### src/rtl/sweep_pkg.sv
// Shared state type and default sizing for the up/down triangle-sweep controller.
package sweep_pkg;

    localparam int unsigned SWEEP_WIDTH = 4;
    localparam int unsigned SWEEP_NS_W  = 4;
    localparam int unsigned SWEEP_DWELL = 2;

    typedef enum logic [2:0] {
        ST_IDLE = 3'd0,
        ST_UP   = 3'd1,
        ST_DOWN = 3'd2,
        ST_HOLD = 3'd3,
        ST_DONE = 3'd4
    } sweep_state_e;

    function automatic logic state_is_busy(input sweep_state_e st);
        return (st == ST_UP) || (st == ST_DOWN) || (st == ST_HOLD);
    endfunction

endpackage

### src/rtl/updown_core.sv
// WIDTH-bit up/down counter register with synchronous load and count enable.
module updown_core #(
    parameter int unsigned WIDTH = 4
) (
    input  logic             clk,
    input  logic             rst,
    input  logic             load,
    input  logic [WIDTH-1:0] load_val,
    input  logic             en,
    input  logic             up,
    output logic [WIDTH-1:0] q
);

    localparam logic [WIDTH-1:0] ONE_W = {{(WIDTH-1){1'b0}}, 1'b1};

    // Counter register; load takes priority over counting.
    always_ff @(posedge clk or negedge rst) begin
        if (!rst) begin
            q <= {WIDTH{1'b0}};
        end else if (load) begin
            q <= load_val;
        end else if (en) begin
            q <= up ? (q + ONE_W) : (q - ONE_W);
        end else begin
            q <= q;
        end
    end

endmodule

### src/rtl/updown_sweep_ctrl.sv
// Triangle-sweep controller (lo -> hi -> lo, N times or until stop) driving updown_core.
// Optional turnaround dwell at hi/lo is enabled by defining SWEEP_DWELL_EN (DWELL must be >= 1).
module updown_sweep_ctrl
    import sweep_pkg::*;
#(
    parameter int unsigned WIDTH = SWEEP_WIDTH,
    parameter int unsigned NS_W  = SWEEP_NS_W,
    parameter int unsigned DWELL = SWEEP_DWELL
) (
    input  logic             clk,
    input  logic             rst,
    input  logic             start,
    input  logic             stop,
    input  logic [WIDTH-1:0] lo,
    input  logic [WIDTH-1:0] hi,
    input  logic [NS_W-1:0]  n_sweeps,
    output logic [WIDTH-1:0] q,
    output logic             dir,
    output logic             busy,
    output logic             done,
    output logic             err
);

    sweep_state_e     state_r, state_nxt_s;
    logic [WIDTH-1:0] lo_r, hi_r;
    logic [NS_W-1:0]  ns_r, cnt_r, cnt_nxt_s, cnt_inc_s;
    logic             dir_r, dir_nxt_s;
    logic             busy_r, done_r, err_r, err_nxt_s;
    logic             latch_s, load_s, en_s, up_s;
    logic [WIDTH-1:0] q_s;

`ifdef SWEEP_DWELL_EN
    localparam int unsigned   DW_W       = (DWELL > 1) ? $clog2(DWELL) : 1;
    localparam logic [DW_W-1:0] DWELL_LAST = DW_W'(DWELL - 1);
    localparam logic [DW_W-1:0] DW_ONE     = {{(DW_W-1){1'b0}}, 1'b1};
    logic [DW_W-1:0] dwell_r, dwell_nxt_s;
`endif

    updown_core #(.WIDTH(WIDTH)) u_core (
        .clk      (clk),
        .rst      (rst),
        .load     (load_s),
        .load_val (lo),
        .en       (en_s),
        .up       (up_s),
        .q        (q_s)
    );

    // Sweep counter saturates so an endless run can never terminate by wrapping.
    assign cnt_inc_s = (cnt_r == {NS_W{1'b1}}) ? cnt_r : (cnt_r + {{(NS_W-1){1'b0}}, 1'b1});

    // Next-state, counter control and next-output decode.
    always_comb begin
        state_nxt_s = state_r;
        dir_nxt_s   = dir_r;
        cnt_nxt_s   = cnt_r;
        err_nxt_s   = 1'b0;
        latch_s     = 1'b0;
        load_s      = 1'b0;
        en_s        = 1'b0;
        up_s        = dir_r;
`ifdef SWEEP_DWELL_EN
        dwell_nxt_s = dwell_r;
`endif
        case (state_r)
            ST_IDLE: begin
                if (stop) begin
                    state_nxt_s = ST_IDLE;
                end else if (start) begin
                    if (lo < hi) begin
                        latch_s     = 1'b1;
                        load_s      = 1'b1;
                        dir_nxt_s   = 1'b1;
                        cnt_nxt_s   = {NS_W{1'b0}};
                        state_nxt_s = ST_UP;
                    end else begin
                        err_nxt_s   = 1'b1;
                    end
                end else begin
                    state_nxt_s = ST_IDLE;
                end
            end
            ST_UP: begin
                if (stop) begin
                    cnt_nxt_s   = {NS_W{1'b0}};
                    state_nxt_s = ST_IDLE;
                end else if (q_s == hi_r) begin
`ifdef SWEEP_DWELL_EN
                    dwell_nxt_s = DWELL_LAST;
                    state_nxt_s = ST_HOLD;
`else
                    en_s        = 1'b1;
                    up_s        = 1'b0;
                    dir_nxt_s   = 1'b0;
                    state_nxt_s = ST_DOWN;
`endif
                end else begin
                    en_s = 1'b1;
                    up_s = 1'b1;
                end
            end
            ST_DOWN: begin
                if (stop) begin
                    cnt_nxt_s   = {NS_W{1'b0}};
                    state_nxt_s = ST_IDLE;
                end else if (q_s == lo_r) begin
                    cnt_nxt_s = cnt_inc_s;
                    if ((ns_r != {NS_W{1'b0}}) && (cnt_inc_s == ns_r)) begin
                        state_nxt_s = ST_DONE;
                    end else begin
`ifdef SWEEP_DWELL_EN
                        dwell_nxt_s = DWELL_LAST;
                        state_nxt_s = ST_HOLD;
`else
                        en_s        = 1'b1;
                        up_s        = 1'b1;
                        dir_nxt_s   = 1'b1;
                        state_nxt_s = ST_UP;
`endif
                    end
                end else begin
                    en_s = 1'b1;
                    up_s = 1'b0;
                end
            end
`ifdef SWEEP_DWELL_EN
            // dir still reflects the leg just finished, so it tells which way to turn.
            ST_HOLD: begin
                if (stop) begin
                    cnt_nxt_s   = {NS_W{1'b0}};
                    state_nxt_s = ST_IDLE;
                end else if (dwell_r == {DW_W{1'b0}}) begin
                    en_s = 1'b1;
                    if (dir_r) begin
                        up_s        = 1'b0;
                        dir_nxt_s   = 1'b0;
                        state_nxt_s = ST_DOWN;
                    end else begin
                        up_s        = 1'b1;
                        dir_nxt_s   = 1'b1;
                        state_nxt_s = ST_UP;
                    end
                end else begin
                    dwell_nxt_s = dwell_r - DW_ONE;
                end
            end
`endif
            ST_DONE: begin
                state_nxt_s = ST_IDLE;
            end
            default: begin
                state_nxt_s = ST_IDLE;
            end
        endcase
    end

    // State, bound/count latches and registered status outputs.
    always_ff @(posedge clk or negedge rst) begin
        if (!rst) begin
            state_r <= ST_IDLE;
            lo_r    <= {WIDTH{1'b0}};
            hi_r    <= {WIDTH{1'b0}};
            ns_r    <= {NS_W{1'b0}};
            cnt_r   <= {NS_W{1'b0}};
            dir_r   <= 1'b1;
            busy_r  <= 1'b0;
            done_r  <= 1'b0;
            err_r   <= 1'b0;
        end else begin
            state_r <= state_nxt_s;
            cnt_r   <= cnt_nxt_s;
            dir_r   <= dir_nxt_s;
            busy_r  <= state_is_busy(state_nxt_s);
            done_r  <= (state_nxt_s == ST_DONE);
            err_r   <= err_nxt_s;
            if (latch_s) begin
                lo_r <= lo;
                hi_r <= hi;
                ns_r <= n_sweeps;
            end else begin
                lo_r <= lo_r;
                hi_r <= hi_r;
                ns_r <= ns_r;
            end
        end
    end

`ifdef SWEEP_DWELL_EN
    // Turnaround dwell counter.
    always_ff @(posedge clk or negedge rst) begin
        if (!rst) begin
            dwell_r <= {DW_W{1'b0}};
        end else begin
            dwell_r <= dwell_nxt_s;
        end
    end
`endif

    assign q    = q_s;
    assign dir  = dir_r;
    assign busy = busy_r;
    assign done = done_r;
    assign err  = err_r;

endmodule
### config.mk
export PLATFORM = sky130hd
export DESIGN_NAME = updown_sweep_ctrl
export DESIGN_NICKNAME = d
export VERILOG_FILES = /design/src/rtl/sweep_pkg.sv /design/src/rtl/updown_core.sv /design/src/rtl/updown_sweep_ctrl.sv
export SDC_FILE = /design/constraint.sdc
export NUM_CORES = 1
export LEC_CHECK = 0
export ABC_AREA = 1
export BUFFER_PORTS_ARGS = -buffer_cell sky130_fd_sc_hd__buf_4
export CAP_MARGIN = 20
export CORE_UTILIZATION = 51
export CTS_CLUSTER_SIZE = 16
export DETAILED_ROUTE_END_ITERATION = 8
export GPL_TIMING_DRIVEN = 0
export HOLD_SLACK_MARGIN = 0.05
export PLACE_DENSITY = 0.75
export SYNTH_ARGS = -nofsm -noshare
export SYNTH_HDL_FRONTEND = slang
export SYNTH_SLANG_ARGS = --single-unit
### constraint.sdc
create_clock -name clk -period 2.7 [get_ports clk]
set_input_delay 0.27 -clock clk [delete_from_list [all_inputs] [get_ports clk]]
set_output_delay 0.27 -clock clk [all_outputs]
set_load 0.005 [all_outputs]
==> metrics.txt, run 1 <==
status completed; WL/cell ~12 um; Cell variety after synth 38; Worst-Margin Slew between 0.4 and 0.5 ns; commonest non-fill, non-tap cells in the layout nand2_1, buf_4, inv_1, dfrtp_1, nand2_2; synth top area cells dfrtp_1, nand2_1, inv_1; maximum VDD drop 432 uV; first-pass detailed-route iteration total 4; CP endpoint kind register; Max Root-Sink Buffers 2; most area-hungry cell type in the Yosys netlist dfrtp_1; most used cell, CP nand3_2; f_max between 300 and 400 MHz; nets around 270; IO Port Bufs 23; ys flop type dfrtp_1; CTS tree built; hpwl dp around 2.4 mm; Final Hold Fails 0; final WL between 3 and 4 mm; ant diodes 0; asr flop ratio synth 100%; RSZ-0062 raised after global routing yes; Slowest Stage Delay on Critical Path ~0.45 ns; die height approximately 60 um; clk_lat worst skew roughly 0.33 ns; ANT nets after route 0; yosys warns 0; WP depth 18; Mapped Avg Cell Area 7.98 sq um; Layout Skew approximately 0.013 ns; final core utilization around two thirds; worst path buffer plus inverter count 1; core area between 3000 and 4000 sq um; Worst R2R Path Depth 18; 1st-iter DRT viols 69; detailed-route via count about 1,500; final slew viol count 0; largest net degree at the start of global routing 28; CTS Buf Count 3; final setup fails 0; most common cell after layout, fill and taps aside nand2_1; CP top delay family simple AND/OR/NAND/NOR gates; dpl cells roughly 280; CP max FO 5; drt via density slightly above 5; layout cell share with drive strength beyond 1 30.4%; Final min period 2.58 ns; Hold Slack about 0.13 ns; hold depth 3; main combinational cell family by area after synthesis simple AND/OR/NAND/NOR gates; Cell Chain, Critical Path ha_4 -> nand2_2 -> nand2_2 -> o21ai_4 -> nand2_2 -> a21oi_4 -> nand3_2 -> nand3_2 -> nand2_4 -> nand2_4 -> ha_4 -> a21oi_2 -> nand2_1 -> xor2_1 -> inv_1 -> nand3_2 -> nand3_2 -> a21oi_2; Reg clk slew, reported paths about 0.16 ns; synthesized area around 1700 sq um; Hold Crit Class input port to register; Site Rows 20; simple-gate portion of the synthesized area 25.5%; CTS root buf clkbuf_4; WP data required 2.97 ns; GRT Total Usage 21.1%; Worst slew margin 72.1%; GPL Wtd Cong 0.815; number of synthesized flops with an enable pin 0; Synth Area in Adders roughly 5.7%; # DRC 0; WP data arrival 2.85 ns; final std cells w/o fill 291; vias in the first global route approximately 1,300; CP max stage cell dfrtp_1; Synth Area in XOR/XNOR 4.68%; Sink Count 27; H-tree depth 1; crit path kind register to register; gr ovfl total 0; syn nets 234; Pwr Density ~840 nW/um^2; critical path startpoint category register; Initial Util a little over half; initial antenna violation count 0; Die W slightly below 60 um; max cap viols 0; # fillers between 200 and 300; die area around 3500 sq um; top-area cell type share of the netlist area 38.7%; Synth Register Bits 27; Compound-Gate Fraction of Synth Area 15.5%; first-pass GRT wire length between 5 and 6 mm; Syn Inst Count 211; Layout area overhead 25.7%; # IOs 24; period utilization a little over nine tenths; sequential area share after synthesis 40.2%; P_leak about 1 nW; multiplexer area fraction after synthesis 0%
cells in the mapped netlist, types with 2 or more instances:
| master | instances |
|---|---|
| inv_2 | 2 |
| nand3_2 | 2 |
| ha_1 | 6 |
| a21oi_1 | 6 |
| xnor2_1 | 5 |
| nand2_1 | 53 |
| o21ai_1 | 2 |
| dfrtp_1 | 26 |
| nand2_2 | 7 |
| nand3_1 | 11 |
| inv_1 | 30 |
| o21ai_0 | 13 |
| nor2_1 | 13 |
| a211oi_1 | 4 |
| o31ai_1 | 3 |
| xor2_1 | 4 |
| nand4_1 | 3 |
report_power, final:
part	leakage, nW	switching (mW)	internal [mW]	total, mW
Combinational	0.663	0.512	0.447	0.959
Clock	0.0139	0.125	0.0567	0.181
Sequential	0.342	0.111	0.524	0.635
worst paths after layout:
path | from | to | slack (ns)
worst max-delay path | cnt_r[1]$_DFFE_PN0P_ | u_core.q[3]$_DFFE_PN0P_ | 0.12
worst min-delay path | n_sweeps[0] | ns_r[0]$_DFFE_PN0P_ | 0.13
worst max register to register | cnt_r[1]$_DFFE_PN0P_ | u_core.q[3]$_DFFE_PN0P_ | 0.12
worst min register to register | lo_r[2]$_DFFE_PN0P_ | lo_r[2]$_DFFE_PN0P_ | 0.52
max in group asynchronous | rst | dir$_DFFE_PN1P_ | 2.02
min in group asynchronous | rst | cnt_r[3]$_DFFE_PN0P_ | 0.36
logic make-up after synthesis:
| kind of cell | count (synthesis) |
|---|---|
| and+or+nand+nor | 94 |
| AOI/OAI and AO/OA | 39 |
| buffers and inverters | 35 |
| DFF | 27 |
| xor gates and xnor gates | 9 |
| adders and majority gates | 7 |
per-stage QoR:
stage | TNS (ns) | instance area, sq um | setup WS [ns] | power [mW]
2_1_floorplan | 0 | 1680 | 0.193 | 1.21
3_3_place_gp | -0.0971 | 1910 | -0.0971 | 1.42
3_5_place_dp | -0.0963 | 1910 | -0.0963 | 1.42
4_1_cts | 0 | 1980 | 0.0172 | 1.62
5_1_grt | -0.0629 | 2110 | -0.0629 | 1.94
6_report | 0 | 2110 | 0.118 | 1.78
layer usage:
metal	track usage, %	part of all wire [%]	vias to the layer above
met5	0	0	-
li1	-	-	758
met1	30.4	47	682
met2	33.1	46	38
met3	1.97	4.4	10
met4	7.14	2.3	0
state kept, by name, indices dropped and copies added (netlist names), 3 cells and up:
signal / cells
cnt_r: 4
hi_r: 4
lo_r: 4
ns_r: 4
state_r: 3
u_core.q: 4
worst register-to-register path, delay by kind of cell, from the launching register on:
kind                     cells  cell delay (ns)
AO/OA/AOI/OAI                4             0.59
flip-flops                   1             0.45
XOR/XNOR                     1             0.19
adder cells (fa/ha/maj)      2             0.41
AND/OR/NAND/NOR             10             0.79
buffers and inverters        1             0.07
area by class of cell:
| class | instances | area [sq um] | share of cell area [%] |
|---|---|---|---|
| Buffer | 3 | 22.5 | 1.07 |
| Multi-Input combinational cell | 149 | 966 | 45.7 |
| Tap cell | 44 | 55.1 | 2.60 |
| Inverter | 32 | 120 | 5.68 |
| Clock buffer | 3 | 22.5 | 1.07 |
| Sequential cell | 27 | 678 | 32.1 |
| Timing Repair Buffer | 32 | 243 | 11.5 |
| Clock inverter | 1 | 7.51 | 0.355 |
repair_timing:
item | in CTS | in global routing
gates resized for setup | 3 | 21
pin swaps | 2 | 14
buffers inserted | 3 | 6
hold buffers | 1 | 0
endpoints found under the hold margin | 26 | 0
endpoints found under the setup margin | 1 | 3
Note: power is estimated with default switching activity, not from simulation.
==> inputs of run 2 (changes only) <==
- CORE_UTILIZATION: 51 -> 35
- GPL_TIMING_DRIVEN: 0 -> 1
- PLACE_DENSITY: 0.75 -> unset
==> run 2 against run 1 <==
  * Final cell count rose by 1.0%
  * Largest cell class unchanged
  * Core utilization is 21 points lower
  * Global-route usage down 6.1 points
  * Critical path type unchanged
  * First-iteration DRC count down 30%
  * Total power shrank 1.3%
  * Worst setup slack better by 0.039 ns
  * Clock-buffer cell count is the same
  * Via count shrank 3.8%
  * Largest power group unchanged
  * Clock skew down 0.011 ns
  * The flow now finishes with violations (DRC)
  * Critical endpoint unchanged
  * Routed wire length increased by 4.0%
==> metrics.txt, run 2 (synthesized netlist as in run 1, its figures left out) <==
status finished, violations left; violated checks DRC; largest net degree at the start of global routing 28; crit path kind register to register; f_max 393 MHz; WL/cell ~12 um; ANT nets after route 0; Hold Crit Class input port to register; detailed-route via count roughly 1,400; nets 266; maximum VDD drop 499 uV; GRT Total Usage between 10% and 20%; Layout Skew 0.00197 ns; drt via density roughly 4.9; commonest non-fill, non-tap cells in the layout nand2_1, inv_1, buf_4, dfrtp_1, nand2_2; Die W 71.3 um; final WL about 3.6 mm; Initial Util a little under two fifths; # IOs 24; hpwl dp 2.70 mm; 1st-iter DRT viols between 40 and 50; critical path startpoint category register; final core utilization 46.7%; power consumption ~1.8 mW; die area slightly above 5000 sq um; vias in the first global route 1,361; period utilization between 90% and 100%; clk_lat worst skew between 0.2 and 0.3 ns; CTS root buf clkbuf_8; gr ovfl total 0; Worst slew margin between 70 and 80%; CP endpoint kind register; CP max FO 5; Final min period approximately 2.5 ns; P_leak a little over 1 nW; R2R Setup Slk ~0.16 ns; initial antenna violation count 0; WP data required 2.91 ns; die height ~71 um; Worst R2R Path Depth 19; Sink Count 27; first-pass detailed-route iteration total 6; layout cell share with drive strength beyond 1 between 20 and 30%; CTS tree built; H-tree depth 1; WP data arrival ~2.8 ns; Pwr Density ~840 nW/um^2; RSZ-0062 raised after global routing yes; final slew viol count 0; Reg clk slew, reported paths 0.09 ns; final setup fails 0; IO Port Bufs 23; Final Hold Fails 0; most common cell after layout, fill and taps aside nand2_1; Worst-Margin Slew approximately 0.36 ns; hold depth 3; ant diodes 0; # DRC 1; max cap viols 0; first-pass GRT wire length approximately 6.0 mm; GPL Wtd Cong slightly above 0.8; core area about 4500 sq um; CTS Buf Count 3; Max Root-Sink Buffers 2; Layout area overhead 24.2%; Site Rows 24
==> run 2: cell count changes in the layout (fill, tap and decap cells not counted), moves of 3 or more <==
cell      change
buf_4         -3
clkbuf_4      -3
clkbuf_8      +3
nand2_1       -3
nand2_2       +4
==> run 2: metal layers <==
layer / vias to the layer above / GRT usage [%] / routed length (um)
li1: 750 / - / -
met1: 652 / 20.4 / 1810
met2: 25 / 24.2 / 1650
met3: 4 / 2.67 / 106
met4: 0 / 4.67 / 25
met5: - / 0 / 0
==> run 2: final cells by class <==
class | instances | area [sq um]
Multi-Input combinational cell | 149 | 952
Timing Repair Buffer | 30 | 228
Inverter | 32 | 120
Clock inverter | 1 | 5.00
Sequential cell | 27 | 678
Clock buffer | 3 | 41.3
Fill cell | 455 | 2380
Tap cell | 52 | 65.1
==> run 2: repair_timing <==
item	CTS	global route
setup endpoints to repair	0	2
hold buffers	1	0
setup buffers	0	1
endpoints found under the hold margin	26	0
gates resized for setup	0	23
==> run 2: path summary, 6_finish.rpt <==
check | startpoint | to
setup / recovery | cnt_r[1]$_DFFE_PN0P_ | u_core.q[3]$_DFFE_PN0P_
hold / removal | n_sweeps[0] | ns_r[0]$_DFFE_PN0P_
setup reg to reg | cnt_r[1]$_DFFE_PN0P_ | u_core.q[3]$_DFFE_PN0P_
hold reg to reg | lo_r[1]$_DFFE_PN0P_ | lo_r[1]$_DFFE_PN0P_
max in group asynchronous | rst | dir$_DFFE_PN1P_
min in group asynchronous | rst | hi_r[1]$_DFFE_PN0P_
==> run 2: stage by stage <==
step                instances  area, sq um  hold slack [ns]  worst slack, ns  setup TNS (ns)
floorplan                 211         1680          -0.0256            0.193               0
CTS                       293         1990            0.200           0.0348               0
finish                    294         2090            0.201            0.157               0
detailed placement        288         1940            0.214           0.0560               0
global placement          288         1940            0.214            0.135               0
global route              294         2090            0.204          -0.0714         -0.0714
==> run 2: power by group <==
part	internal (mW)	switching (mW)
clock network	0.103	0.130
registers	0.523	0.111
logic	0.405	0.480
==> run 2: critical path, stage by stage (launching register included) <==
cell and delay [ns]:
dfrtp_1 0.42, ha_4 0.20, nand2_2 0.09, nand2_2 0.06, o21ai_4 0.19, nand2_1 0.07, nand2_1 0.07, nor2_2 0.05
nand3_1 0.10, nand3_1 0.10, nand2_2 0.13, nand2_4 0.08, ha_4 0.26, a21oi_2 0.11, nand2_1 0.07, xor2_1 0.18
inv_1 0.07, nand3_2 0.06, nand3_2 0.06, a21oi_2 0.13
